[src/rtl/imu_serial_scheduler_pkg.sv]
// Shared FSM encoding and default geometry for the IMU serial scheduler.
package imu_serial_scheduler_pkg;

    typedef enum logic [1:0] {
        ST_IDLE  = 2'd0,
        ST_SHIFT = 2'd1,
        ST_GAP   = 2'd2
    } state_t;

    localparam int DEF_NUM_CH     = 6;
    localparam int DEF_DATA_W     = 16;
    localparam int DEF_GAP_CYCLES = 2;
    localparam int DEF_CH_W       = 3;

endpackage

[src/rtl/imu_serial_scheduler_if.sv]
// Sample-source request bus and serial output bundle of the IMU scheduler.
interface imu_serial_scheduler_if
    import imu_serial_scheduler_pkg::*;
#(
    parameter int NUM_CH = DEF_NUM_CH,
    parameter int DATA_W = DEF_DATA_W,
    parameter int CH_W   = DEF_CH_W
);
    logic [NUM_CH-1:0]        req;
    logic [NUM_CH*DATA_W-1:0] data_in;
    logic [NUM_CH-1:0]        ack;
    logic                     so;
    logic                     so_valid;
    logic                     frame_start;
    logic [CH_W-1:0]          ch_id;
    logic                     busy;

    modport master (
        output req, data_in,
        input  ack, so, so_valid, frame_start, ch_id, busy
    );

    modport slave (
        input  req, data_in,
        output ack, so, so_valid, frame_start, ch_id, busy
    );
endinterface

[src/rtl/imu_serial_scheduler_piso_shift_core.sv]
// Purpose: parallel-in/serial-out shifter, MSB first, zero fill.
// Latency: loaded word's MSB appears the cycle after load.
// Backpressure: none; shifts whenever shift_en is high.
module piso_shift_core
    import imu_serial_scheduler_pkg::*;
#(
    parameter int DATA_W = DEF_DATA_W
) (
    input  logic              clk,
    input  logic              rst_n,
    input  logic              load,
    input  logic              shift_en,
    input  logic [DATA_W-1:0] din,
    output logic              sout
);
    logic [DATA_W-1:0] shift_reg;

    always_ff @(posedge clk or negedge rst_n) begin
        if (!rst_n) begin
            shift_reg <= '0;
        end else if (load) begin
            shift_reg <= din;
        end else if (shift_en) begin
            shift_reg <= {shift_reg[DATA_W-2:0], 1'b0};
        end
    end

    // Zero fill leaves the register empty after a word, so sout idles low.
    assign sout = shift_reg[DATA_W-1];

endmodule

[src/rtl/imu_serial_scheduler.sv]
// Purpose: round-robin share of one serial shifter among NUM_CH sample sources.
// Latency: grant edge -> ack + MSB next cycle; word period 1+DATA_W+GAP_CYCLES.
// Backpressure: req is level, sampled only in IDLE; requester drops it after ack.
module imu_serial_scheduler
    import imu_serial_scheduler_pkg::*;
#(
    parameter int NUM_CH     = DEF_NUM_CH,
    parameter int DATA_W     = DEF_DATA_W,
    parameter int GAP_CYCLES = DEF_GAP_CYCLES,
    parameter int CH_W       = DEF_CH_W
) (
    input  logic clk,
    input  logic rst_n,
    imu_serial_scheduler_if.slave bus
);
    localparam int CNT_W = (DATA_W > 1) ? $clog2(DATA_W) : 1;
    localparam int GAP_W = 4;

    state_t            state;
    state_t            state_n;
    logic [CNT_W-1:0]  bit_cnt;
    logic [GAP_W-1:0]  gap_cnt;
    logic [CH_W-1:0]   rr_ptr;
    logic [CH_W-1:0]   grant;
    logic [DATA_W-1:0] grant_dat;
    logic              load;
    logic              shift_en;
    logic              bit_last;
    logic              gap_last;

    // First set request at or above the pointer, wrapping modulo NUM_CH.
    function automatic logic [CH_W-1:0] rr_pick(input logic [NUM_CH-1:0] r,
                                                input logic [CH_W-1:0]   p);
        logic [CH_W-1:0] g;
        int              idx;
        g = p;
        for (int i = NUM_CH - 1; i >= 0; i--) begin
            idx = (int'(p) + i) % NUM_CH;
            if (r[idx]) g = idx[CH_W-1:0];
        end
        return g;
    endfunction

    assign grant     = rr_pick(bus.req, rr_ptr);
    assign grant_dat = bus.data_in[int'(grant)*DATA_W +: DATA_W];
    assign bit_last  = (int'(bit_cnt) == DATA_W - 1);
    assign gap_last  = (int'(gap_cnt) == GAP_CYCLES - 1);

    always_comb begin
        state_n  = state;
        load     = 1'b0;
        shift_en = 1'b0;
        unique case (state)
            ST_IDLE: begin
                if (|bus.req) begin
                    load    = 1'b1;
                    state_n = ST_SHIFT;
                end
            end
            ST_SHIFT: begin
                shift_en = 1'b1;
                if (bit_last) state_n = (GAP_CYCLES > 0) ? ST_GAP : ST_IDLE;
            end
            ST_GAP: begin
                if (gap_last) state_n = ST_IDLE;
            end
            default: state_n = ST_IDLE;
        endcase
    end

    always_ff @(posedge clk or negedge rst_n) begin
        if (!rst_n) begin
            state           <= ST_IDLE;
            bit_cnt         <= '0;
            gap_cnt         <= '0;
            rr_ptr          <= '0;
            bus.ack         <= '0;
            bus.ch_id       <= '0;
            bus.so_valid    <= 1'b0;
            bus.frame_start <= 1'b0;
            bus.busy        <= 1'b0;
        end else begin
            state   <= state_n;
            bit_cnt <= (shift_en && !bit_last) ? bit_cnt + CNT_W'(1) : '0;
            gap_cnt <= (state == ST_GAP && !gap_last) ? gap_cnt + GAP_W'(1) : '0;
            bus.ack <= load ? (NUM_CH'(1) << grant) : '0;
            if (load) begin
                bus.ch_id <= grant;
                rr_ptr    <= (int'(grant) == NUM_CH - 1) ? '0 : grant + CH_W'(1);
            end
            // Flag outputs follow the next state so they line up with the shifter.
            bus.so_valid    <= (state_n == ST_SHIFT);
            bus.frame_start <= load;
            bus.busy        <= (state_n != ST_IDLE);
        end
    end

    piso_shift_core #(
        .DATA_W (DATA_W)
    ) u_piso (
        .clk      (clk),
        .rst_n    (rst_n),
        .load     (load),
        .shift_en (shift_en),
        .din      (grant_dat),
        .sout     (bus.so)
    );

endmodule

[src/flat_wrapper.sv]
// flat-port wrapper written by rule: the top's interface ports become plain ports
module imu_serial_scheduler_flat import imu_serial_scheduler_pkg::*;
#(
    parameter int NUM_CH     = DEF_NUM_CH,
    parameter int DATA_W     = DEF_DATA_W,
    parameter int GAP_CYCLES = DEF_GAP_CYCLES,
    parameter int CH_W       = DEF_CH_W
)
  (clk, rst_n, bus_req, bus_data_in, bus_ack, bus_so, bus_so_valid, bus_frame_start, bus_ch_id, bus_busy);
  imu_serial_scheduler_if #(.NUM_CH(NUM_CH), .DATA_W(DATA_W), .CH_W(CH_W)) bus_i ();
  input  logic clk;
  input  logic rst_n;
  input wire logic [$bits(bus_i.req)-1:0] bus_req;
  input wire logic [$bits(bus_i.data_in)-1:0] bus_data_in;
  output wire logic [$bits(bus_i.ack)-1:0] bus_ack;
  output wire logic [$bits(bus_i.so)-1:0] bus_so;
  output wire logic [$bits(bus_i.so_valid)-1:0] bus_so_valid;
  output wire logic [$bits(bus_i.frame_start)-1:0] bus_frame_start;
  output wire logic [$bits(bus_i.ch_id)-1:0] bus_ch_id;
  output wire logic [$bits(bus_i.busy)-1:0] bus_busy;
  assign bus_i.req = bus_req;
  assign bus_i.data_in = bus_data_in;
  assign bus_ack = bus_i.ack;
  assign bus_so = bus_i.so;
  assign bus_so_valid = bus_i.so_valid;
  assign bus_frame_start = bus_i.frame_start;
  assign bus_ch_id = bus_i.ch_id;
  assign bus_busy = bus_i.busy;
  imu_serial_scheduler #(.NUM_CH(NUM_CH), .DATA_W(DATA_W), .GAP_CYCLES(GAP_CYCLES), .CH_W(CH_W)) u_core (.clk(clk), .rst_n(rst_n), .bus(bus_i));
endmodule
[config.mk]
export PLATFORM = sky130hd
export DESIGN_NAME = imu_serial_scheduler_flat
export DESIGN_NICKNAME = d
export VERILOG_FILES = /design/src/rtl/imu_serial_scheduler_pkg.sv /design/src/rtl/imu_serial_scheduler_if.sv /design/src/rtl/imu_serial_scheduler_piso_shift_core.sv /design/src/rtl/imu_serial_scheduler.sv /design/src/flat_wrapper.sv
export SDC_FILE = /design/constraint.sdc
export NUM_CORES = 1
export LEC_CHECK = 0
export ABC_AREA = 1
export CAP_MARGIN = 20
export CORE_ASPECT_RATIO = 2
export CORE_MARGIN = 5
export CORE_UTILIZATION = 37
export CTS_BUF_LIST = sky130_fd_sc_hd__clkbuf_16
export DETAILED_ROUTE_END_ITERATION = 7
export PLACE_DENSITY = 0.69
export SYNTH_ARGS = -nofsm -noshare
export SYNTH_HDL_FRONTEND = slang
export SYNTH_HIERARCHICAL = 1
export SYNTH_SLANG_ARGS = --single-unit
[constraint.sdc]
create_clock -name clk -period 3.25 [get_ports clk]
set_clock_uncertainty 0.05 [all_clocks]
set_input_delay 0.325 -clock clk [delete_from_list [all_inputs] [get_ports clk]]
set_output_delay 0.325 -clock clk [all_outputs]
set_load 0.005 [all_outputs]
Word-level counts from Yosys, hierarchy flattened

Index checks and enable logic that the tools add are counted.
Widths: inputs -> output; s select.

Memories kept: 0
Bits in read-only memories: 0
Word-level logic and storage cells: 83
Output and inout bits: 13
Latch bits: 0
Bits in writable memories: 0
Input port bits: 104
Register bits: 41

Muxes and demuxes: 37
Order comparisons: 6
Equality and inequality tests: 6
Multipliers: 0
Reduce and logical (&&, ||, !) cells: 8
$add $sub $neg: 8
Divide/modulo/power cells: 6
Shift operators: 2
Bitwise logic cells: 0

Operator list:

| cell                  | number |
|---|---|
| $lt 32x5->1 const B   | 6 |
| $mod 32x4->32 const B | 5 |
| $shiftx 96x8->16      | 1 |
| $mod 4x4->32 const B  | 1 |
| $mux 16               | 2 |
| $mux 3                | 7 |
| $bmux 1 s3            | 6 |
| $mux 1                | 15 |
| $add 3x2->4 const B   | 2 |
| $add 3x3->4 const B   | 2 |
| $add 4x1->4 const B   | 2 |
| $mux 4                | 2 |
| $mux 2                | 3 |
| $mux 6                | 1 |
| $pmux 2 s3            | 1 |
| $reduce_or 6->1       | 1 |
| $shl 1x3->6 const A   | 1 |
| $add 3x1->4 const B   | 1 |
| $eq 2x1->1 const B    | 2 |
| $eq 4x1->1 const B    | 1 |
| $eq 4x2->1 const B    | 1 |
| $reduce_bool 2->1     | 2 |
| $add 3x1->3 const B   | 1 |
| $eq 3x3->1 const B    | 1 |
| other kinds (4)       | 6 |

Depth between registers and ports, before layout

Gate-level depths: netlist of run 1.

Word-level depth: 13
Mapped depth: 32
Depth with buffers taken out: 31

Modules after synthesis

The synthesis of run 1 kept the hierarchy.

By module, submodules not included:

| module               | cells an instance | area an instance (sq um) | seq. area each (sq um) | times used |
|---|---|---|---|---|
| imu_serial_scheduler | 528               | 3040.4                   | 625.6                  | 1 |
| piso_shift_core      | 87                | 759.5                    | 400.4                  | 1 |

Least setup slack after synthesis of run 1

Ideal clock, no wire load.

Kind: register -> register
From: reg u_core.rr_ptr[1]
To: reg u_core.rr_ptr[2]
Setup slack: -0.060 ns
Buffers on the path: 2
Clock period less this slack: 3.310 ns
Arrival time: 3.144 ns
Cell stages (with the launch flop): 28
Required time: 3.084 ns
Cell sequence: dfrtp_1 > inv_1 > ha_1 > a21oi_2 > inv_2 > ha_1 > nor2_1 > nand3_1 > nand2_1 > nand2_1 > nand2_1 > nand2_1 > nand2_1 > nand3_1 > nand2_1 > nor2_1 > nand2_1 > nand2_1 > nand2_1 > nand3_1 > nand2_1 > buf_2 > buf_2 > nor2_1 > ha_1 > nor2_1 > nand2_1 > nand2_1

Longest elaborated chain between the ends: 13
Elaborated cells between the ends (all ways): 38

RTL lines:

| item                                       | line                       | source |
|---|---|---|
| from (decl)                                | imu_serial_scheduler.sv:23 | `logic [CH_W-1:0] rr_ptr;` |
| from (signal assigned)                     | imu_serial_scheduler.sv:89 | `rr_ptr <= (int'(grant) == NUM_CH - 1) ? '0 : grant + CH_W'(1);` |
| $add 3x3->4                                | imu_serial_scheduler.sv:38 | `idx = (int'(p) + i) % NUM_CH;` |
| $mod 32x4->32                              | imu_serial_scheduler.sv:38 |  |
| $bmux 1 s3                                 | imu_serial_scheduler.sv:39 | `if (r[idx]) g = idx[CH_W-1:0];` |
| $mux 1 (implied by the code) (2 in series) | imu_serial_scheduler.sv:39 |  |
| $mux 3 (5 in series)                       | imu_serial_scheduler.sv:39 |  |
| $mux 3 *                                   | imu_serial_scheduler.sv:39 |  |
| $add 3x1->3 or $eq 3x3->1 (tied branches)  | imu_serial_scheduler.sv:89 |  |
| $mux 3 *                                   | imu_serial_scheduler.sv:89 |  |

Every way passes the cells marked *; elsewhere a longest branch is shown, timed or not. The select of a mux whose other input is x is not followed.
A chain may end at the register's enable or synchronous reset.

Worst setup path after layout of run 1

From: reg u_core.rr_ptr[1]
To: reg u_core.u_piso.shift_reg[6]

Longest elaborated chain between the ends: 13
Elaborated cells between the ends (all ways): 37

RTL lines:

| item                                       | line                                       | source |
|---|---|---|
| $add 3x3->4                                | imu_serial_scheduler.sv:38                 |  |
| $mod 32x4->32                              | imu_serial_scheduler.sv:38                 |  |
| $bmux 1 s3                                 | imu_serial_scheduler.sv:39                 |  |
| $mux 1 (implied by the code) (2 in series) | imu_serial_scheduler.sv:39                 |  |
| $mux 3 (5 in series)                       | imu_serial_scheduler.sv:39                 |  |
| $mux 3 *                                   | imu_serial_scheduler.sv:39                 |  |
| $shiftx 96x8->16 *                         | imu_serial_scheduler.sv:45                 | `assign grant_dat = bus.data_in[int'(grant)*DATA_W +: DATA_W];` |
| net u_core.grant_dat[6]                    | imu_serial_scheduler.sv:25                 | `logic [DATA_W-1:0] grant_dat;` |
| $mux 16 *                                  | imu_serial_scheduler_piso_shift_core.sv:21 | `end else if (load) begin` |
| to (signal assigned)                       | imu_serial_scheduler_piso_shift_core.sv:22 | `shift_reg <= din;` |
| to (signal assigned)                       | imu_serial_scheduler_piso_shift_core.sv:24 | `shift_reg <= {shift_reg[DATA_W-2:0], 1'b0};` |
| to (decl)                                  | imu_serial_scheduler_piso_shift_core.sv:16 | `logic [DATA_W-1:0] shift_reg;` |

The timed path passes the listed nets; every way through them passes the cells marked *. The select of a mux whose other input is x is not followed.

==> results of run 1 <==
-- kinds of logic after synthesis --
group,count (synthesis)
fa+ha+maj,14
simple gates,458
compound gates,25
buf+inv,72
flops,41
xor+xnor,5
-- metal layers --
layer / track usage [%] / vias up / part of all wire [%]
li1: - / 2247 / -
met4: 8.08 / 0 / 3.9
met2: 38.5 / 175 / 56
met1: 20.7 / 1979 / 35
met5: 0 / - / 0
met3: 2.83 / 28 / 5.5
-- what timing repair did --
action	CTS	global route
gates cloned	1	0
hold buffers	0	0
pin swaps	16	42
resized for setup	34	57
buffers inserted	9	6
setup endpoints to repair	18	27
endpoints found under the hold margin	0	0
-- worst min-delay path by stage --
stage | from | end | slack [ns] | depth (start not counted)
after floorplan | rst_n | u_core/bit_cnt[0] | -0.02 | 0
after global placement | u_core/bit_cnt[0] | u_core/bit_cnt[0] | 0.40 | 1
after detailed placement | u_core/u_piso/shift_reg[0] | u_core/u_piso/shift_reg[0] | 0.41 | 2
after CTS | rst_n | u_core/gap_cnt[0] | 0.15 | 1
after global routing | rst_n | u_core/gap_cnt[0] | 0.20 | 1
final | rst_n | u_core/gap_cnt[0] | 0.11 | 1
-- metrics by stage --
step	cells	cell area (um^2)
final	897	5940
after detailed placement	873	5310
after global routing	897	5940
after global placement	873	5310
after floorplan	615	3800
after CTS	891	5690
-- cells in the mapped netlist (3+ instances only) --
master,count
sky130_fd_sc_hd__nand3_2,3
sky130_fd_sc_hd__nand3_1,121
sky130_fd_sc_hd__ha_1,14
sky130_fd_sc_hd__xor2_1,3
sky130_fd_sc_hd__buf_4,7
sky130_fd_sc_hd__nor2_1,26
sky130_fd_sc_hd__o211ai_1,3
sky130_fd_sc_hd__a21oi_1,3
sky130_fd_sc_hd__dfrtp_1,41
sky130_fd_sc_hd__inv_2,8
sky130_fd_sc_hd__o21ai_0,11
sky130_fd_sc_hd__nand2_2,9
sky130_fd_sc_hd__inv_1,35
sky130_fd_sc_hd__buf_6,5
sky130_fd_sc_hd__nand2_1,286
sky130_fd_sc_hd__buf_2,14
-- area by class of cell --
type,instances,area share (%)
inverters,44,2.99
clock inverters,3,0.716
clock buffers,5,2.10
multi-input cells,502,45.4
flip-flops and latches,41,17.3
repair buffers,167,28.6
well taps,135,2.84
==> report_table.html, run 1 <==
<table>
<tr><th>Metric</th><th>Value</th></tr>
<tr><th colspan="2">Critical path</th></tr>
<tr><td>Buffers and inverters on the worst path</td><td>8</td></tr>
<tr><td>CP top delay family</td><td>simple AND/OR/NAND/NOR gates</td></tr>
<tr><td>Required time worst endpoint</td><td>roughly 3.4 ns</td></tr>
<tr><td>Cell with the largest stage delay on the worst path</td><td>sky130_fd_sc_hd__dfrtp_2</td></tr>
<tr><td>Endpoint class of the critical path</td><td>flip-flop</td></tr>
<tr><td>Worst r2r src</td><td>u_core/rr_ptr[1]</td></tr>
<tr><td>Critical setup path kind</td><td>reg2reg</td></tr>
<tr><td>Worst-path fanout max</td><td>6</td></tr>
<tr><td>Depth of the most critical reg-to-reg path</td><td>28</td></tr>
<tr><td>R2R Setup Slk</td><td>0.009 ns</td></tr>
<tr><td>Kind of start point of the critical path</td><td>flip-flop</td></tr>
<tr><td>Stage delay of the slowest cell on the critical path</td><td>between 0.4 and 0.5 ns</td></tr>
<tr><td>Cell count along the critical path</td><td>28</td></tr>
<tr><td>Terminus of the critical flop-to-flop path</td><td>u_core/u_piso/shift_reg[6]</td></tr>
<tr><td>Start point of the critical path</td><td>u_core/rr_ptr[1]</td></tr>
<tr><td>CP Capture Point</td><td>u_core/u_piso/shift_reg[6]</td></tr>
<tr><td>Arrival time worst endpoint</td><td>3.35 ns</td></tr>
<tr><th colspan="2">Die</th></tr>
<tr><td>Placement row count</td><td>52</td></tr>
<tr><td>Die Area</td><td>12500 um^2</td></tr>
<tr><td>Core footprint</td><td>10100 um^2</td></tr>
<tr><td>Initial Util</td><td>37.7%</td></tr>
<tr><td>Overall die height</td><td>153 um</td></tr>
<tr><td>Die extent in x</td><td>81.7 um</td></tr>
<tr><td>Number of primary I/O pins</td><td>117</td></tr>
<tr><th colspan="2">Global route</th></tr>
<tr><td>Total routing usage reported by global routing</td><td>20.1%</td></tr>
<tr><td>Remaining global-route overflow</td><td>0</td></tr>
<tr><td>Number of antenna violations at the first check in global routing</td><td>0</td></tr>
<tr><td>Largest net degree at the start of global routing</td><td>42</td></tr>
<tr><td>Number of global-route vias before repair</td><td>4405</td></tr>
<tr><td>Global-route wire length before repair</td><td>20000 um</td></tr>
<tr><th colspan="2">Place</th></tr>
<tr><td>Worst Setup Slack post-DPL</td><td>-0.116 ns</td></tr>
<tr><td>Weighted congestion reported at the end of routability-driven placement</td><td>around 0.87</td></tr>
<tr><td>Number of input and output port buffers inserted</td><td>116</td></tr>
<tr><td>HPWL Detailed</td><td>9780 um</td></tr>
<tr><th colspan="2">Timing</th></tr>
<tr><td>Hold_ws</td><td>~0.11 ns</td></tr>
<tr><td>Max Slew Vio Count</td><td>0</td></tr>
<tr><td>Final cycle utilization of the critical path</td><td>99.7%</td></tr>
<tr><td>Aggregate negative setup slack</td><td>0 ns</td></tr>
<tr><td>Worst slew pin tran</td><td>about 0.88 ns</td></tr>
<tr><td>Max transition margin</td><td>41.5%</td></tr>
<tr><td>Unrepaired setup endpoints after global routing</td><td>yes</td></tr>
<tr><td>Time the final worst path needs with I/O delays and setup</td><td>approximately 3.2 ns</td></tr>
<tr><td>Final hold violation count</td><td>0</td></tr>
<tr><td>Max Clock Freq</td><td>around 300 MHz</td></tr>
<tr><td>Final Worst Setup Slack</td><td>0.00923 ns</td></tr>
<tr><td>Final setup violation count</td><td>0</td></tr>
<tr><th colspan="2">Cells and area</th></tr>
<tr><td>Count of antenna diodes in the layout</td><td>0</td></tr>
<tr><td>Final core occ</td><td>58.9%</td></tr>
<tr><td>Nets@finish</td><td>879</td></tr>
<tr><td>Area taken by multi-input logic gates</td><td>approximately 2700 um^2</td></tr>
<tr><td>Commonest cells after routing, fill and taps aside</td><td>sky130_fd_sc_hd__nand2_1, sky130_fd_sc_hd__clkdlybuf4s50_1, sky130_fd_sc_hd__nand3_1, sky130_fd_sc_hd__nand2_2, sky130_fd_sc_hd__dfrtp_1</td></tr>
<tr><td>Area grow syn2layout</td><td>56.4%</td></tr>
<tr><td>Number of flip-flops under the largest register name</td><td>16</td></tr>
<tr><td>Fill cell instance count of the final layout</td><td>894</td></tr>
<tr><td>Commonest non-fill, non-tap cell in the layout</td><td>sky130_fd_sc_hd__nand2_1</td></tr>
<tr><td>Fraction of layout instances using a drive strength above 1</td><td>between 20% and 30%</td></tr>
<tr><td>Area occupied by registers</td><td>a little over 1000 um^2</td></tr>
<tr><th colspan="2">Yosys</th></tr>
<tr><td>Register area share after synthesis</td><td>27.0%</td></tr>
<tr><td>Yosys reg bits</td><td>41</td></tr>
<tr><td>Syn nets</td><td>around 730</td></tr>
<tr><td>Post-synthesis mux area share</td><td>0%</td></tr>
<tr><td>Most area-consuming cells after synthesis</td><td>sky130_fd_sc_hd__nand2_1, sky130_fd_sc_hd__dfrtp_1, sky130_fd_sc_hd__nand3_1</td></tr>
<tr><td>Number of flops mapped to enable cells by yosys</td><td>0</td></tr>
<tr><td>Mapped Avg Cell Area</td><td>6.18 um^2</td></tr>
<tr><td>Count of synthesis-stage warnings from yosys</td><td>6</td></tr>
<tr><td>Share of synthesized cell area in and, or, nand and nor gates</td><td>53.0%</td></tr>
<tr><td>Number of instances in the synthesized netlist</td><td>around 600</td></tr>
<tr><td>Largest area contributor in the netlist</td><td>sky130_fd_sc_hd__nand2_1</td></tr>
<tr><td>Main combinational cell family by area after synthesis</td><td>simple AND/OR/NAND/NOR gates</td></tr>
<tr><td>Post-synthesis instance area</td><td>3800 um^2</td></tr>
<tr><td>Fraction of the mapped netlist area in compound gates</td><td>4.38%</td></tr>
<tr><td>Fraction of synthesized cell area taken by the top area cell type</td><td>28.3%</td></tr>
<tr><td>Post-synthesis share of cell area spent on xor and xnor gates</td><td>1.35%</td></tr>
<tr><td>Adder-cell share of the synthesized area</td><td>about 4.6%</td></tr>
<tr><td>Netlist cell types</td><td>37</td></tr>
<tr><td>Async SR Flop Fraction</td><td>100%</td></tr>
<tr><td>Most used flip-flop cell after synthesis</td><td>sky130_fd_sc_hd__dfrtp_1</td></tr>
<tr><th colspan="2">Run</th></tr>
<tr><td>Max cap viols</td><td>0</td></tr>
<tr><th colspan="2">Clocking</th></tr>
<tr><td>CTS root buf</td><td>sky130_fd_sc_hd__clkbuf_16</td></tr>
<tr><td>H-tree Lvls</td><td>2</td></tr>
<tr><td>Sink Count</td><td>41</td></tr>
<tr><td>Clock tree from TritonCTS</td><td>done</td></tr>
<tr><td>Clock transition at the registers of the reported paths</td><td>around 0.06 ns</td></tr>
<tr><td>Clock buffer count from CTS</td><td>5</td></tr>
<tr><td>Clock latency of the later-clocked register in the worst-skew pair</td><td>0.28 ns</td></tr>
<tr><td>Maximum clock path buffer count</td><td>2</td></tr>
<tr><th colspan="2">Route</th></tr>
<tr><td>Routed via count divided by cell count</td><td>4.94</td></tr>
<tr><td>1st-iter DRT viols</td><td>177</td></tr>
<tr><td>Average wire length per cell after detail routing</td><td>14.1 um</td></tr>
<tr><td>Residual DRC</td><td>0</td></tr>
<tr><td>Total Wirelength</td><td>between 10000 and 15000 um</td></tr>
<tr><td>Number of routed nets with antenna violations</td><td>0</td></tr>
<tr><td>Vias</td><td>between 4k and 5k</td></tr>
<tr><td>Number of optimization iterations in the first detailed-route pass</td><td>4</td></tr>
<tr><th colspan="2">Worst hold path</th></tr>
<tr><td>Class of the tightest hold or removal check</td><td>in2async</td></tr>
<tr><th colspan="2">Run status</th></tr>
<tr><td>Result of the run</td><td>complete, no violations</td></tr>
</table>
Power of run 1 is left out: the tool's default activity adds up to more than one toggle a clock period on the data nets, which glitch-free logic cannot reach.
==> run 2, diff against run 1 <==
--- a/config.mk
+++ b/config.mk
@@ -9,10 +9,11 @@
 export CAP_MARGIN = 20
 export CORE_ASPECT_RATIO = 2
 export CORE_MARGIN = 5
-export CORE_UTILIZATION = 37
+export CORE_UTILIZATION = 42
 export CTS_BUF_LIST = sky130_fd_sc_hd__clkbuf_16
 export DETAILED_ROUTE_END_ITERATION = 7
-export PLACE_DENSITY = 0.69
+export DONT_BUFFER_PORTS = 1
+export PLACE_DENSITY = 0.6
 export SYNTH_ARGS = -nofsm -noshare
 export SYNTH_HDL_FRONTEND = slang
 export SYNTH_HIERARCHICAL = 1
==> run 2 against run 1 <==
The flow now finishes with violations (setup timing). Die area down 11%. Hold slack better by 0.22 ns. Critical path depth down 1. Sequential cell count unchanged. Global-route usage up 2.5 points.
==> report_table.html, run 2 (same netlist as run 1, synthesis figures left out) <==
<table>
<tr><th>Metric</th><th>Value</th></tr>
<tr><th colspan="2">Timing</th></tr>
<tr><td>Max transition margin</td><td>61.3% (+20 points)</td></tr>
<tr><td>Unrepaired setup endpoints after global routing</td><td>yes</td></tr>
<tr><td>Final hold violation count</td><td>0 (unchanged)</td></tr>
<tr><td>Max Clock Freq</td><td>307 MHz (-0.41%)</td></tr>
<tr><td>Final Worst Setup Slack</td><td>-0.00427 ns (-0.0135 ns)</td></tr>
<tr><td>Max Slew Vio Count</td><td>0 (unchanged)</td></tr>
<tr><td>Final setup violation count</td><td>1 (+1)</td></tr>
<tr><td>Final cycle utilization of the critical path</td><td>100% (+0.42 points)</td></tr>
<tr><td>Time the final worst path needs with I/O delays and setup</td><td>3.25 ns (+0.0135 ns)</td></tr>
<tr><td>Aggregate negative setup slack</td><td>-0.00427 ns (-0.00427 ns)</td></tr>
<tr><td>Worst slew pin tran</td><td>0.575 ns (-0.303 ns)</td></tr>
<tr><th colspan="2">Route</th></tr>
<tr><td>Average wire length per cell after detail routing</td><td>16.8 um (+19%)</td></tr>
<tr><td>Vias</td><td>4174 (-5.8%)</td></tr>
<tr><td>Total Wirelength</td><td>12900 um (+2.0%)</td></tr>
<tr><td>Uppermost layer routed</td><td>met4</td></tr>
<tr><td>1st-iter DRT viols</td><td>129 (-27%)</td></tr>
<tr><td>Number of optimization iterations in the first detailed-route pass</td><td>4 (unchanged)</td></tr>
<tr><td>Met1 Routed Length</td><td>4450 um (+1.1%)</td></tr>
<tr><td>Residual DRC</td><td>0 (unchanged)</td></tr>
<tr><td>Met3 wire len</td><td>567 um (-18%)</td></tr>
<tr><td>Routed via count divided by cell count</td><td>5.45 (+10%)</td></tr>
<tr><td>Sum of met2 wire segment lengths after detailed routing</td><td>7360 um (+4.3%)</td></tr>
<tr><td>Number of routed nets with antenna violations</td><td>0 (unchanged)</td></tr>
<tr><th colspan="2">Clocking</th></tr>
<tr><td>H-tree Lvls</td><td>2 (unchanged)</td></tr>
<tr><td>Clock latency of the later-clocked register in the worst-skew pair</td><td>0.29 ns (about the same)</td></tr>
<tr><td>Clock transition at the registers of the reported paths</td><td>0.07 ns (about the same)</td></tr>
<tr><td>Clock buffer count from CTS</td><td>5 (unchanged)</td></tr>
<tr><td>Maximum clock path buffer count</td><td>2 (unchanged)</td></tr>
<tr><td>CTS root buf</td><td>sky130_fd_sc_hd__clkbuf_16</td></tr>
<tr><td>Clock tree from TritonCTS</td><td>done</td></tr>
<tr><td>Sink Count</td><td>41 (unchanged)</td></tr>
<tr><th colspan="2">Critical path</th></tr>
<tr><td>Stage delay of the slowest cell on the critical path</td><td>0.46 ns (about the same)</td></tr>
<tr><td>Critical setup path kind</td><td>reg2reg</td></tr>
<tr><td>Required time worst endpoint</td><td>3.37 ns (about the same)</td></tr>
<tr><td>Most prevalent standard cell on the critical path</td><td>sky130_fd_sc_hd__nand2_2</td></tr>
<tr><td>Cell with the largest stage delay on the worst path</td><td>sky130_fd_sc_hd__dfrtp_2</td></tr>
<tr><td>Endpoint class of the critical path</td><td>flip-flop</td></tr>
<tr><td>Arrival time worst endpoint</td><td>3.37 ns (+0.02 ns)</td></tr>
<tr><td>Worst-path fanout max</td><td>8 (+2)</td></tr>
<tr><td>Kind of start point of the critical path</td><td>flip-flop</td></tr>
<tr><td>CP top delay family</td><td>simple AND/OR/NAND/NOR gates</td></tr>
<tr><td>Buffers and inverters on the worst path</td><td>5 (-3)</td></tr>
<tr><th colspan="2">Global route</th></tr>
<tr><td>Number of global-route vias before repair</td><td>4216 (-4.3%)</td></tr>
<tr><td>Number of antenna violations at the first check in global routing</td><td>0 (unchanged)</td></tr>
<tr><td>Remaining global-route overflow</td><td>0 (unchanged)</td></tr>
<tr><td>Total routing usage reported by global routing</td><td>22.6% (+2.5 points)</td></tr>
<tr><td>Global-route wire length before repair</td><td>20200 um (+0.65%)</td></tr>
<tr><td>Largest net degree at the start of global routing</td><td>42 (unchanged)</td></tr>
<tr><th colspan="2">Cells and area</th></tr>
<tr><td>Commonest non-fill, non-tap cell in the layout</td><td>sky130_fd_sc_hd__nand2_1</td></tr>
<tr><td>Final core occ</td><td>56.7% (-2.2 points)</td></tr>
<tr><td>Area grow syn2layout</td><td>33.6%</td></tr>
<tr><td>Fill cell instance count of the final layout</td><td>848 (-5.1%)</td></tr>
<tr><td>Number of flip-flops under the largest register name</td><td>16 (unchanged)</td></tr>
<tr><td>Nets@finish</td><td>781 (-11%)</td></tr>
<tr><td>Count of antenna diodes in the layout</td><td>0 (unchanged)</td></tr>
<tr><td>Commonest cells after routing, fill and taps aside</td><td>sky130_fd_sc_hd__nand2_1, sky130_fd_sc_hd__nand3_1, sky130_fd_sc_hd__nand2_2, sky130_fd_sc_hd__dfrtp_1, sky130_fd_sc_hd__buf_4</td></tr>
<tr><td>Fraction of layout instances using a drive strength above 1</td><td>27.9% (+5.9 points)</td></tr>
<tr><th colspan="2">Run status</th></tr>
<tr><td>Violations in the final reports</td><td>setup timing</td></tr>
<tr><td>Result of the run</td><td>finished, violations left</td></tr>
<tr><th colspan="2">Place</th></tr>
<tr><td>Weighted congestion reported at the end of routability-driven placement</td><td>0.910 (+4.6%)</td></tr>
<tr><td>HPWL Detailed</td><td>9180 um (-6.1%)</td></tr>
<tr><td>Number of input and output port buffers inserted</td><td>0 (-100%)</td></tr>
<tr><th colspan="2">Die</th></tr>
<tr><td>Initial Util</td><td>42.5% (+4.8 points)</td></tr>
<tr><td>Die extent in x</td><td>77.3 um (-5.4%)</td></tr>
<tr><td>Placement row count</td><td>49 (-5.8%)</td></tr>
<tr><td>Core footprint</td><td>8950 um^2 (-11%)</td></tr>
<tr><td>Number of primary I/O pins</td><td>117 (unchanged)</td></tr>
<tr><td>Overall die height</td><td>145 um (-5.7%)</td></tr>
<tr><td>Die Area</td><td>11200 um^2 (-11%)</td></tr>
<tr><th colspan="2">Worst hold path</th></tr>
<tr><td>Class of the tightest hold or removal check</td><td>in2reg</td></tr>
<tr><th colspan="2">Run</th></tr>
<tr><td>Max cap viols</td><td>0 (unchanged)</td></tr>
</table>
[run 2: cell count changes in the layout (fill, tap and decap cells not counted), sizes merged, moves of 3 or more]
cell and change:
clkdlybuf4s50 -115, buf +9, nand2 +3, clkbuf +4
[run 2: layout make-up]
class                   count  area, um^2  share of cell area [%]
clock inverters             3        46.3                   0.912
inverters                  44         178                    3.50
multi-input cells         505        2780                    54.7
clock buffers               5         125                    2.46
well taps                 102         128                    2.51
flip-flops and latches     41        1030                    20.3
repair buffers             66         797                    15.7
[run 2: worst paths after layout]
| path | start | to | slack (ns) | cells after the start |
|---|---|---|---|---|
| min in group asynchronous | rst_n | u_core/bus.frame_start | 0.46 | 2 |
| max | u_core/rr_ptr[1] | u_core/u_piso/shift_reg[6] | -0.004 | 27 |
| max reg2reg | u_core/rr_ptr[1] | u_core/u_piso/shift_reg[6] | -0.004 | 27 |
| min | bus_data_in[75] | u_core/u_piso/shift_reg[11] | 0.33 | 6 |
| max in group asynchronous | rst_n | u_core/rr_ptr[1] | 2.48 | 2 |
| min reg2reg | u_core/bit_cnt[0] | u_core/bit_cnt[0] | 0.40 | 1 |
[run 2: worst reg2reg max path, stage by stage (launching register included)]
cell and delay (ns):
sky130_fd_sc_hd__dfrtp_2 0.46, sky130_fd_sc_hd__inv_4 0.07, sky130_fd_sc_hd__ha_4 0.17, sky130_fd_sc_hd__a21oi_4 0.16, sky130_fd_sc_hd__inv_2 0.07, sky130_fd_sc_hd__ha_4 0.24, sky130_fd_sc_hd__nor2_4 0.07, sky130_fd_sc_hd__nand3_2 0.06
sky130_fd_sc_hd__nand2_2 0.09, sky130_fd_sc_hd__nand3_2 0.11, sky130_fd_sc_hd__nand2_2 0.10, sky130_fd_sc_hd__nand4_1 0.13, sky130_fd_sc_hd__nand2_2 0.15, sky130_fd_sc_hd__inv_2 0.04, sky130_fd_sc_hd__nand2_2 0.05, sky130_fd_sc_hd__nand2_2 0.06
sky130_fd_sc_hd__nand2_4 0.09, sky130_fd_sc_hd__nand3_4 0.10, sky130_fd_sc_hd__buf_6 0.16, sky130_fd_sc_hd__buf_12 0.13, sky130_fd_sc_hd__nand3_1 0.08, sky130_fd_sc_hd__nand2_1 0.07, sky130_fd_sc_hd__nand2_1 0.06, sky130_fd_sc_hd__nand2_1 0.07
sky130_fd_sc_hd__nand2_2 0.07, sky130_fd_sc_hd__nand2_2 0.07, sky130_fd_sc_hd__nand2_1 0.08, sky130_fd_sc_hd__nand3_1 0.08
[run 2: metrics by stage]
stage	area [um^2]	cells	hold slack, ns	setup WS, ns
2_1_floorplan	3800	615	-0.0206	0.0346
3_3_place_gp	4090	727	-0.0194	-0.225
3_5_place_dp	4090	727	-0.0196	-0.253
4_1_cts	4680	756	0.335	0.00154
5_1_grt	5080	766	0.374	-0.202
6_report	5080	766	0.331	-0.00427
[run 2: timing repair]
item / CTS / global route
cloned: 5 / 5
gates resized for setup: 46 / 62
setup endpoints to repair: 27 / 28
pin swaps: 25 / 39
endpoints found under the hold margin: 41 / 0
setup buffers: 14 / 7
hold buffers: 2 / 0
[run 2: per-layer routing]
metal / global-route usage (%) / up-vias
li1: - / 2063
met1: 22.6 / 1923
met2: 44.9 / 149
met3: 3.18 / 39
met4: 9.42 / 0
met5: 0 / -
Power of run 2 is left out for the same reason.
==> run 3, diff against run 2 <==
--- a/config.mk
+++ b/config.mk
@@ -8,7 +8,6 @@
 export ABC_AREA = 1
 export CAP_MARGIN = 20
 export CORE_ASPECT_RATIO = 2
-export CORE_MARGIN = 5
 export CORE_UTILIZATION = 42
 export CTS_BUF_LIST = sky130_fd_sc_hd__clkbuf_16
 export DETAILED_ROUTE_END_ITERATION = 7
==> run 3 against run 2 <==
The flow still finishes with violations (setup timing). Die area fell by 15%. Core utilization rose by 3.2 points. Cell count up 0.26%. Global-route usage grew 3.8 points. Via count rose by 1.4%. First-iteration DRC count up 57%. Design area grew 2.7%.
==> report_table.html, run 3 (same netlist as run 1, synthesis figures left out) <==
<table>
<tr><th>Metric</th><th>Value</th></tr>
<tr><th colspan="2">Worst hold path</th></tr>
<tr><td>Hold path start</td><td>bus_data_in[78]</td></tr>
<tr><td>Class of the tightest hold or removal check</td><td>in2reg</td></tr>
<tr><td>Number of cells on the worst hold path</td><td>6 (unchanged)</td></tr>
<tr><td>Destination of the worst hold path</td><td>u_core/u_piso/shift_reg[14]</td></tr>
<tr><th colspan="2">Timing</th></tr>
<tr><td>Max Clock Freq</td><td>301 MHz (-2.1%)</td></tr>
<tr><td>Final Worst Setup Slack</td><td>-0.0755 ns (-0.0713 ns)</td></tr>
<tr><td>Time the final worst path needs with I/O delays and setup</td><td>3.33 ns (+0.0713 ns)</td></tr>
<tr><td>Final hold violation count</td><td>0 (unchanged)</td></tr>
<tr><td>Final cycle utilization of the critical path</td><td>102% (+2.2 points)</td></tr>
<tr><td>Max transition margin</td><td>37.3% (-24 points)</td></tr>
<tr><td>Worst slew pin tran</td><td>0.940 ns (+0.365 ns)</td></tr>
<tr><td>Max Slew Vio Count</td><td>0 (unchanged)</td></tr>
<tr><td>Final setup violation count</td><td>17 (+16)</td></tr>
<tr><td>Unrepaired setup endpoints after global routing</td><td>yes</td></tr>
<tr><th colspan="2">Run status</th></tr>
<tr><td>Result of the run</td><td>finished, violations left</td></tr>
<tr><td>Violations in the final reports</td><td>setup timing</td></tr>
<tr><th colspan="2">Cells and area</th></tr>
<tr><td>Fraction of layout instances using a drive strength above 1</td><td>32.0% (+4.2 points)</td></tr>
<tr><td>Final instance area</td><td>5220 um^2 (+2.7%)</td></tr>
<tr><td>Cell Count, Final, Fillers Out</td><td>768 (+0.26%)</td></tr>
<tr><td>Commonest cells after routing, fill and taps aside</td><td>sky130_fd_sc_hd__nand2_1, sky130_fd_sc_hd__nand3_1, sky130_fd_sc_hd__nand2_2, sky130_fd_sc_hd__buf_4, sky130_fd_sc_hd__dfrtp_1</td></tr>
<tr><td>Count of antenna diodes in the layout</td><td>0 (unchanged)</td></tr>
<tr><td>Final core occ</td><td>59.9% (+3.2 points)</td></tr>
<tr><td>Commonest non-fill, non-tap cell in the layout</td><td>sky130_fd_sc_hd__nand2_1</td></tr>
<tr><td>Number of flip-flops under the largest register name</td><td>16 (unchanged)</td></tr>
<tr><td>Fill cell instance count of the final layout</td><td>798 (-5.9%)</td></tr>
<tr><td>Area grow syn2layout</td><td>37.3%</td></tr>
<tr><td>Nets@finish</td><td>785 (+0.51%)</td></tr>
<tr><th colspan="2">Route</th></tr>
<tr><td>Number of routed nets with antenna violations</td><td>0 (unchanged)</td></tr>
<tr><td>Vias</td><td>4233 (+1.4%)</td></tr>
<tr><td>Average wire length per cell after detail routing</td><td>16.5 um (-1.9%)</td></tr>
<tr><td>Residual DRC</td><td>0 (unchanged)</td></tr>
<tr><td>Routed via count divided by cell count</td><td>5.51 (+1.1%)</td></tr>
<tr><td>1st-iter DRT viols</td><td>202 (+57%)</td></tr>
<tr><td>Number of optimization iterations in the first detailed-route pass</td><td>4 (unchanged)</td></tr>
<tr><td>Total Wirelength</td><td>12700 um (-1.6%)</td></tr>
<tr><th colspan="2">Place</th></tr>
<tr><td>Post-place instance area</td><td>4050 um^2 (-1.2%)</td></tr>
<tr><td>Worst Setup Slack post-DPL</td><td>-0.333 ns (-0.0798 ns)</td></tr>
<tr><td>HPWL Detailed</td><td>8840 um (-3.6%)</td></tr>
<tr><td>Number of input and output port buffers inserted</td><td>0 (unchanged)</td></tr>
<tr><td>Weighted congestion reported at the end of routability-driven placement</td><td>0.862 (-5.2%)</td></tr>
<tr><td>Count of placed standard cells including taps</td><td>719 (-1.1%)</td></tr>
<tr><th colspan="2">Die</th></tr>
<tr><td>Placement row count</td><td>48 (-2.0%)</td></tr>
<tr><td>Initial Util</td><td>43.6% (+1.2 points)</td></tr>
<tr><td>Die Area</td><td>9460 um^2 (-15%)</td></tr>
<tr><td>Number of primary I/O pins</td><td>117 (unchanged)</td></tr>
<tr><td>Core footprint</td><td>8710 um^2 (-2.7%)</td></tr>
<tr><td>Die extent in x</td><td>69.3 um (-10%)</td></tr>
<tr><td>Overall die height</td><td>137 um (-5.5%)</td></tr>
<tr><th colspan="2">Global route</th></tr>
<tr><td>Total routing usage reported by global routing</td><td>26.4% (+3.8 points)</td></tr>
<tr><td>Remaining global-route overflow</td><td>0 (unchanged)</td></tr>
<tr><td>Global-route wire length before repair</td><td>19700 um (-2.0%)</td></tr>
<tr><td>Largest net degree at the start of global routing</td><td>42 (unchanged)</td></tr>
<tr><td>Number of global-route vias before repair</td><td>4313 (+2.3%)</td></tr>
<tr><td>Number of antenna violations at the first check in global routing</td><td>0 (unchanged)</td></tr>
<tr><th colspan="2">Clocking</th></tr>
<tr><td>H-tree Lvls</td><td>2 (unchanged)</td></tr>
<tr><td>Clock tree from TritonCTS</td><td>done</td></tr>
<tr><td>CTS root buf</td><td>sky130_fd_sc_hd__clkbuf_16</td></tr>
<tr><td>Clock transition at the registers of the reported paths</td><td>0.06 ns (about the same)</td></tr>
<tr><td>Clock latency of the later-clocked register in the worst-skew pair</td><td>0.28 ns (about the same)</td></tr>
<tr><td>Sink Count</td><td>41 (unchanged)</td></tr>
<tr><td>Clock buffer count from CTS</td><td>5 (unchanged)</td></tr>
<tr><td>Maximum clock path buffer count</td><td>2 (unchanged)</td></tr>
<tr><th colspan="2">Run</th></tr>
<tr><td>Max cap viols</td><td>0 (unchanged)</td></tr>
<tr><th colspan="2">Critical path</th></tr>
<tr><td>Worst-path fanout max</td><td>5 (-3)</td></tr>
<tr><td>Terminus of the critical flop-to-flop path</td><td>u_core/u_piso/shift_reg[6]</td></tr>
<tr><td>Endpoint class of the critical path</td><td>flip-flop</td></tr>
<tr><td>Worst r2r src</td><td>u_core/rr_ptr[1]</td></tr>
<tr><td>Critical setup path kind</td><td>reg2reg</td></tr>
<tr><td>Most prevalent standard cell on the critical path</td><td>sky130_fd_sc_hd__nand2_1</td></tr>
<tr><td>Depth of the most critical reg-to-reg path</td><td>29 (+7.4%)</td></tr>
<tr><td>Arrival time worst endpoint</td><td>3.44 ns (+0.07 ns)</td></tr>
<tr><td>Stage delay of the slowest cell on the critical path</td><td>0.48 ns (+0.02 ns)</td></tr>
<tr><td>Kind of start point of the critical path</td><td>flip-flop</td></tr>
<tr><td>R2R Setup Slk</td><td>-0.08 ns (-0.07 ns)</td></tr>
<tr><td>Cell with the largest stage delay on the worst path</td><td>sky130_fd_sc_hd__dfrtp_2</td></tr>
<tr><td>Required time worst endpoint</td><td>3.36 ns (about the same)</td></tr>
</table>
==> run 3: changes by cell type in the layout (fill, tap and decap cells not counted), moves of 5 or more <==
cell,before,now
sky130_fd_sc_hd__buf_4,35,41
sky130_fd_sc_hd__nand2_1,247,235
sky130_fd_sc_hd__nand2_2,43,55
sky130_fd_sc_hd__nand3_2,18,33
sky130_fd_sc_hd__buf_6,13,8
sky130_fd_sc_hd__nand3_1,106,90
==> run 3: worst max-delay path: cells and delay by family, from the launching register on <==
kind,cells,cell delay (ns)
DFF,1,0.48
buffers and inverters,4,0.47
and+or+nand+nor,23,1.81
adders and majority gates,2,0.40
==> run 3: how the worst max path moves through the flow <==
stage / start / endpoint / slack [ns] / cells past startpoint
after floorplan: u_core/rr_ptr[0] / u_core/rr_ptr[2] / 0.03 / 28
after global placement: u_core/rr_ptr[1] / u_core/rr_ptr[2] / -0.23 / 25
after detailed placement: u_core/rr_ptr[1] / u_core/rr_ptr[2] / -0.33 / 25
after CTS: u_core/rr_ptr[1] / u_core/u_piso/shift_reg[6] / -0.02 / 29
after global routing: u_core/rr_ptr[1] / u_core/u_piso/shift_reg[10] / -0.27 / 29
final: u_core/rr_ptr[1] / u_core/u_piso/shift_reg[6] / -0.08 / 29
==> run 3: area by class of cell <==
type	instances	area, um^2	area share (%)
multi-input combinational	505	2900	55.6
timing repair buffer	70	806	15.4
sequential	41	1030	19.7
inverter	44	183	3.50
clock buffer	5	125	2.40
tap	100	125	2.40
clock inverter	3	46.3	0.888
==> run 3: metal layers <==
layer	global-route usage [%]	vias up	share of wire (%)
met5	0	-	0
met4	16.0	0	5.1
met3	2.50	50	3.9
met2	53.1	157	58
met1	24.9	1959	33
li1	-	2067	-
==> run 3: timing repair <==
action                                  4_1_cts  5_1_grt
hold endpoints to repair                     41        0
resized for setup                            70       69
hold buffers                                  2        0
pin swaps                                    50       68
buffers inserted                             24        8
endpoints found under the setup margin       23       28
gates cloned                                  7        1
==> run 3: through the flow <==
step / TNS (ns) / hold slack [ns]
floorplan: 0 / -0.0206
global placement: -3.30 / -0.0196
detailed placement: -4.22 / -0.0198
CTS: -0.0391 / 0.327
global route: -4.67 / 0.380
finish: -0.660 / 0.322
Power of run 3 is left out for the same reason.
==> edit 1: new RTL, flow settings as in run 1 <==
Re-encode `state_t` (3 states) as one-hot, 3 bits wide.
--- a/src/rtl/imu_serial_scheduler_pkg.sv
+++ b/src/rtl/imu_serial_scheduler_pkg.sv
@@ -3,6 +3,6 @@
 
-    typedef enum logic [1:0] {
-        ST_IDLE  = 2'd0,
-        ST_SHIFT = 2'd1,
-        ST_GAP   = 2'd2
+    typedef enum logic [2:0] {
+        ST_IDLE  = 3'b001,
+        ST_SHIFT = 3'b010,
+        ST_GAP   = 3'b100
     } state_t;
Behaviour: no difference found for any inputs over 4 cycles, from zero or initial values and one cycle with rst_n low; so few cycles prove little.
==> edit 1 against run 1 <==
Utilization grew 2.3 points. Design area grew 4.5%. Worst setup slack lost 0.056 ns. Largest cell class unchanged. Routed wire length grew 7.1%. Sequential cell count grew 1. Area after synthesis grew 1.6%. The run now ends with setup timing left. Final cell count grew 1.6%. First-iteration DRC count grew 49%. Global-route usage shrank 0.80 points.
Power is left out: the tool's default activity adds up to more than one toggle a clock period on the data nets, which glitch-free logic cannot reach.
==> edit 1: results (changes against run 1) <==
Outcome
  – Outcome: finished with violations
  – Failing checks: setup timing

Final layout
  – Filler cell count in the final layout: 942 (+5.4%)
  – Share of layout cells above drive strength 1: 0.239 (+0.0195)
  – Largest register FFs: 16 (unchanged)
  – Final #Nets: 892 (+1.5%)

GRT
  – GRT Total Usage: 0.193 (-0.00797)
  – Initial antenna violation count: 1 (+1)
  – Largest net degree at the start of global routing: 43 (+2.4%)
  – First-pass GRT wire length: 19.5 mm (-2.6%)
  – Vias in the first global route: 4250 (-3.5%)

Logic synthesis
  – Count of cell types in the netlist: 39 (+5.4%)
  – Mapped Nets: 745 (+1.6%)
  – Ranking of synthesized cells by area: nand2_1, dfrtp_1, nand3_1, ha_1, inv_1
  – Commonest cells in the netlist: nand2_1, nand3_1, inv_1
  – Sequential area share after synthesis: 0.273 (+0.00261)

Place
  – Post-DP Area: 0.00523 mm2 (-1.4%)
  – HPWL after detailed placement: 9.36 mm (-4.3%)
  – Placer congestion estimate: 0.872 (+0.21%)

STA
  – Setup ws final: -0.0470 ns (-0.0562 ns)
  – Worst Tran Pin Value: 0.907 ns (+0.0292 ns)
  – Setup-failing EPs final: 3 (+3)

Drt
  – Final wirelength: 13.5 mm (+7.1%)
  – First-pass iteration count of the detailed router: 5 (+1)
  – 1st-iter DRT viols: 264 (+49%)
  – Vias per cell: 5.00 (+1.3%)

Worst setup path
  – Max incr delay on CP: 0.49 ns (+0.03 ns)
  – CP arrival: 3.46 ns (+0.11 ns)
  – Slowest CP cell: dfrtp_2
[edit 1: cell types whose count changed after synthesis, sizes merged, moves of 2 or more]
cell and delta:
buf +2, inv +10, nand2 +18, nand3 -19, nor2 -6, nor3 +6, o21a -2, o21ai +4
o21bai -2
[edit 1: stage by stage]
stage	util	worst slack, ns	std cells	TNS [ns]
after floorplan	-	0.00986	627	0
after global placement	0.515	-0.0293	873	-0.0293
after detailed placement	0.515	-0.155	873	-1.98
after CTS	0.553	-0.0116	889	-0.0116
after global routing	0.612	-0.222	911	-3.28
final	0.612	-0.0470	911	-0.0597
[edit 1: cells by family after synthesis]
family          synth area share
simple gates               0.511
fa+ha+maj                 0.0454
xor+xnor                  0.0133
flops                      0.273
compound gates            0.0467
buf+inv                    0.112
[edit 1: layer usage]
layer | track usage | routed length [um]
met1 | 0.209 | 4580
met2 | 0.355 | 7730
met3 | 0.0279 | 619
met4 | 0.0824 | 603
met5 | 0 | 0
[edit 1: worst paths after layout]
| check | start | slack (ns) | cells after the start | end |
|---|---|---|---|---|
| worst min register to register | u_core/bit_cnt[0] | 0.41 | 1 | u_core/bit_cnt[0] |
| worst max register to register | u_core/rr_ptr[1] | -0.05 | 28 | u_core/u_piso/shift_reg[7] |
| worst min-delay path | rst_n | 0.12 | 1 | u_core/bus.ack[1] |
| min in group clk | u_core/bit_cnt[0] | 0.41 | 1 | u_core/bit_cnt[0] |
| max in group asynchronous | rst_n | 2.40 | 1 | u_core/rr_ptr[2] |
| worst max-delay path | u_core/rr_ptr[1] | -0.05 | 28 | u_core/u_piso/shift_reg[7] |
[edit 1: final cells by class]
class / count / area share
diodes: 1 / 0.000403
clock buffers: 5 / 0.0201
clock inverters: 3 / 0.0111
inverters: 55 / 0.0352
multi-input cells: 501 / 0.442
flip-flops and latches: 42 / 0.170
well taps: 135 / 0.0272
repair buffers: 169 / 0.294
[edit 1: worst max-delay path: cells and delay by family (launching register included)]
kind          cells  cell delay (ns)
buf+inv           3             0.28
flops             1             0.49
simple gates     23             1.96
fa+ha+maj         2             0.43
[edit 1: what timing repair did]
| action | 4_1_cts | 5_1_grt |
|---|---|---|
| pin swaps | 12 | 71 |
| resized for setup | 24 | 88 |
| hold buffers | 0 | 0 |
| setup buffers | 7 | 12 |
| gates cloned | 2 | 9 |
| endpoints found under the setup margin | 17 | 28 |
==> edit 2: new RTL, flow settings as in run 1 <==
Made on the original files. Set the localparam `GAP_W` to 6 (it was 4).
--- a/src/rtl/imu_serial_scheduler.sv
+++ b/src/rtl/imu_serial_scheduler.sv
@@ -16,3 +16,3 @@
     localparam int CNT_W = (DATA_W > 1) ? $clog2(DATA_W) : 1;
-    localparam int GAP_W = 4;
+    localparam int GAP_W = 6;
 
Check against the original RTL: no difference found for any inputs over 4 cycles, from zero or initial values and one cycle with rst_n low; that may be too few to reach the edited logic, so the function may still have changed.
==> edit 2 against run 1 <==
The flow now finishes with violations (setup timing). Via count increased by 2.8%. Fmax decreased by 4.4%. Non-clock buffer count increased by 17. Area after synthesis increased by 0.33%. Die area increased by 0.29%. Sequential cell count increased by 2. Worst setup slack got worse by 0.15 ns. Critical endpoint is now u_core/u_piso/shift_reg[10]. Worst hold slack improved by 0.014 ns. Routed wire length increased by 1.4%. Design area increased by 3.6%.
Power is not shown: default switching activity piles up to over one toggle a cycle in this logic, so the estimate is an artifact.
==> edit 2: results (changes against run 1) <==
Logic synthesis
  – Commonest cells in the netlist: nand2_1, nand3_1, dfrtp_1
  – Count of cell types in the netlist: 32 (-14%)
  – Asr flop ratio synth: 1.00 (unchanged)
  – Sequential area share after synthesis: 0.282 (+0.0122)
  – Cells after synthesis: 629 (+2.3%)
  – Ranking of synthesized cells by area: nand2_1, dfrtp_1, nand3_1, ha_1, inv_1
  – Mapped Nets: 747 (+1.9%)
  – Top_reg_cell synth: dfrtp_1
  – Yosys warning total: 6 (unchanged)

GRT
  – Vias in the first global route: 4513 (+2.5%)
  – First-pass GRT wire length: 20.3 mm (+1.2%)
  – GRT Total Usage: 0.202 (+0.00115)
  – Initial antenna violation count: 0 (unchanged)
  – Largest net degree at the start of global routing: 44 (+4.8%)

Worst setup path
  – R2R Path Start: u_core/rr_ptr[1]
  – CP arrival: 3.51 ns (+0.16 ns)
  – Crit path capture: u_core/u_piso/shift_reg[10]
  – FF-to-FF path depth: 31 (+11%)
  – Crit path from: u_core/rr_ptr[1]
  – Peak fanout along the critical path: 7 (+1)
  – Max incr delay on CP: between 0.4 and 0.5 ns

STA
  – Setup ws final: -0.141 ns (-0.150 ns)
  – Setup-failing EPs final: 17 (+17)
  – Fin Hold WS: 0.123 ns (+0.0137 ns)
  – Setup TNS: -1.50 ns (-1.50 ns)
  – Worst Tran Pin Value: 0.917 ns (+0.0396 ns)

Drt
  – First-pass iteration count of the detailed router: 4 (unchanged)
  – Vias after detailed routing: 4551 (+2.8%)
  – WL/cell: 13.8 um (-2.0%)
  – Antenna viol nets, final: 0 (unchanged)
  – 1st-iter DRT viols: 186 (+5.1%)
  – Vias per cell: 4.90 (-0.68%)

Place
  – Placer congestion estimate: 0.860 (-1.2%)
  – Pre-CTS WS: -0.179 ns (-0.0630 ns)
  – Post-DP Area: 0.00526 mm2 (-0.92%)
  – HPWL after detailed placement: 9.60 mm (-1.8%)
  – Dpl cells: 884 (+1.3%)

Final layout
  – Final #Nets: 910 (+3.5%)
  – Share of layout cells above drive strength 1: 0.223 (+0.00404)
  – Filler cell count in the final layout: 896 (+0.22%)
  – Synth-to-layout area growth: 61.6%

Worst hold path
  – Worst hold-check path type: input port to async pin

Clock tree
  – Root Buffer: clkbuf_16
  – Clk buf depth: 2 (unchanged)
  – Clock Latency Late Sink: about 0.29 ns
  – H-tree levels: 2 (unchanged)
  – Clk pin slew, worst setup/hold paths: 0.06 ns (about the same)

Outcome
  – Failing checks: setup timing
  – Outcome: finished with violations
edit 2: cells by family (layout without fill, tap and decap cells):
kind of cell,after synthesis,after routing,synth area share
AOI/OAI and AO/OA,29,29,0.0456
xor gates and xnor gates,4,4,0.0112
adders and majority gates,14,14,0.0459
buffers and inverters,76,240,0.103
DFF,43,43,0.282
and+or+nand+nor,463,463,0.512
edit 2: area by class of cell:
type | instances | share of cell area
clock buffers | 5 | 0.0203
inverters | 47 | 0.0325
multi-input cells | 510 | 0.438
well taps | 135 | 0.0274
repair inverters | 1 | 0.00102
repair buffers | 184 | 0.302
clock inverters | 3 | 0.00325
flip-flops and latches | 43 | 0.175
edit 2: repair_timing:
item / in CTS / in global routing
buffers inserted: 23 / 11
gates resized for setup: 49 / 56
gates cloned: 3 / 1
pin swaps: 36 / 36
endpoints found under the setup margin: 18 / 26
edit 2: metal layers:
metal  global-route usage  routed length [um]
met1                0.202                4330
met4               0.0848                 490
met2                0.396                7500
met3               0.0217                 506
met5                    0                   0
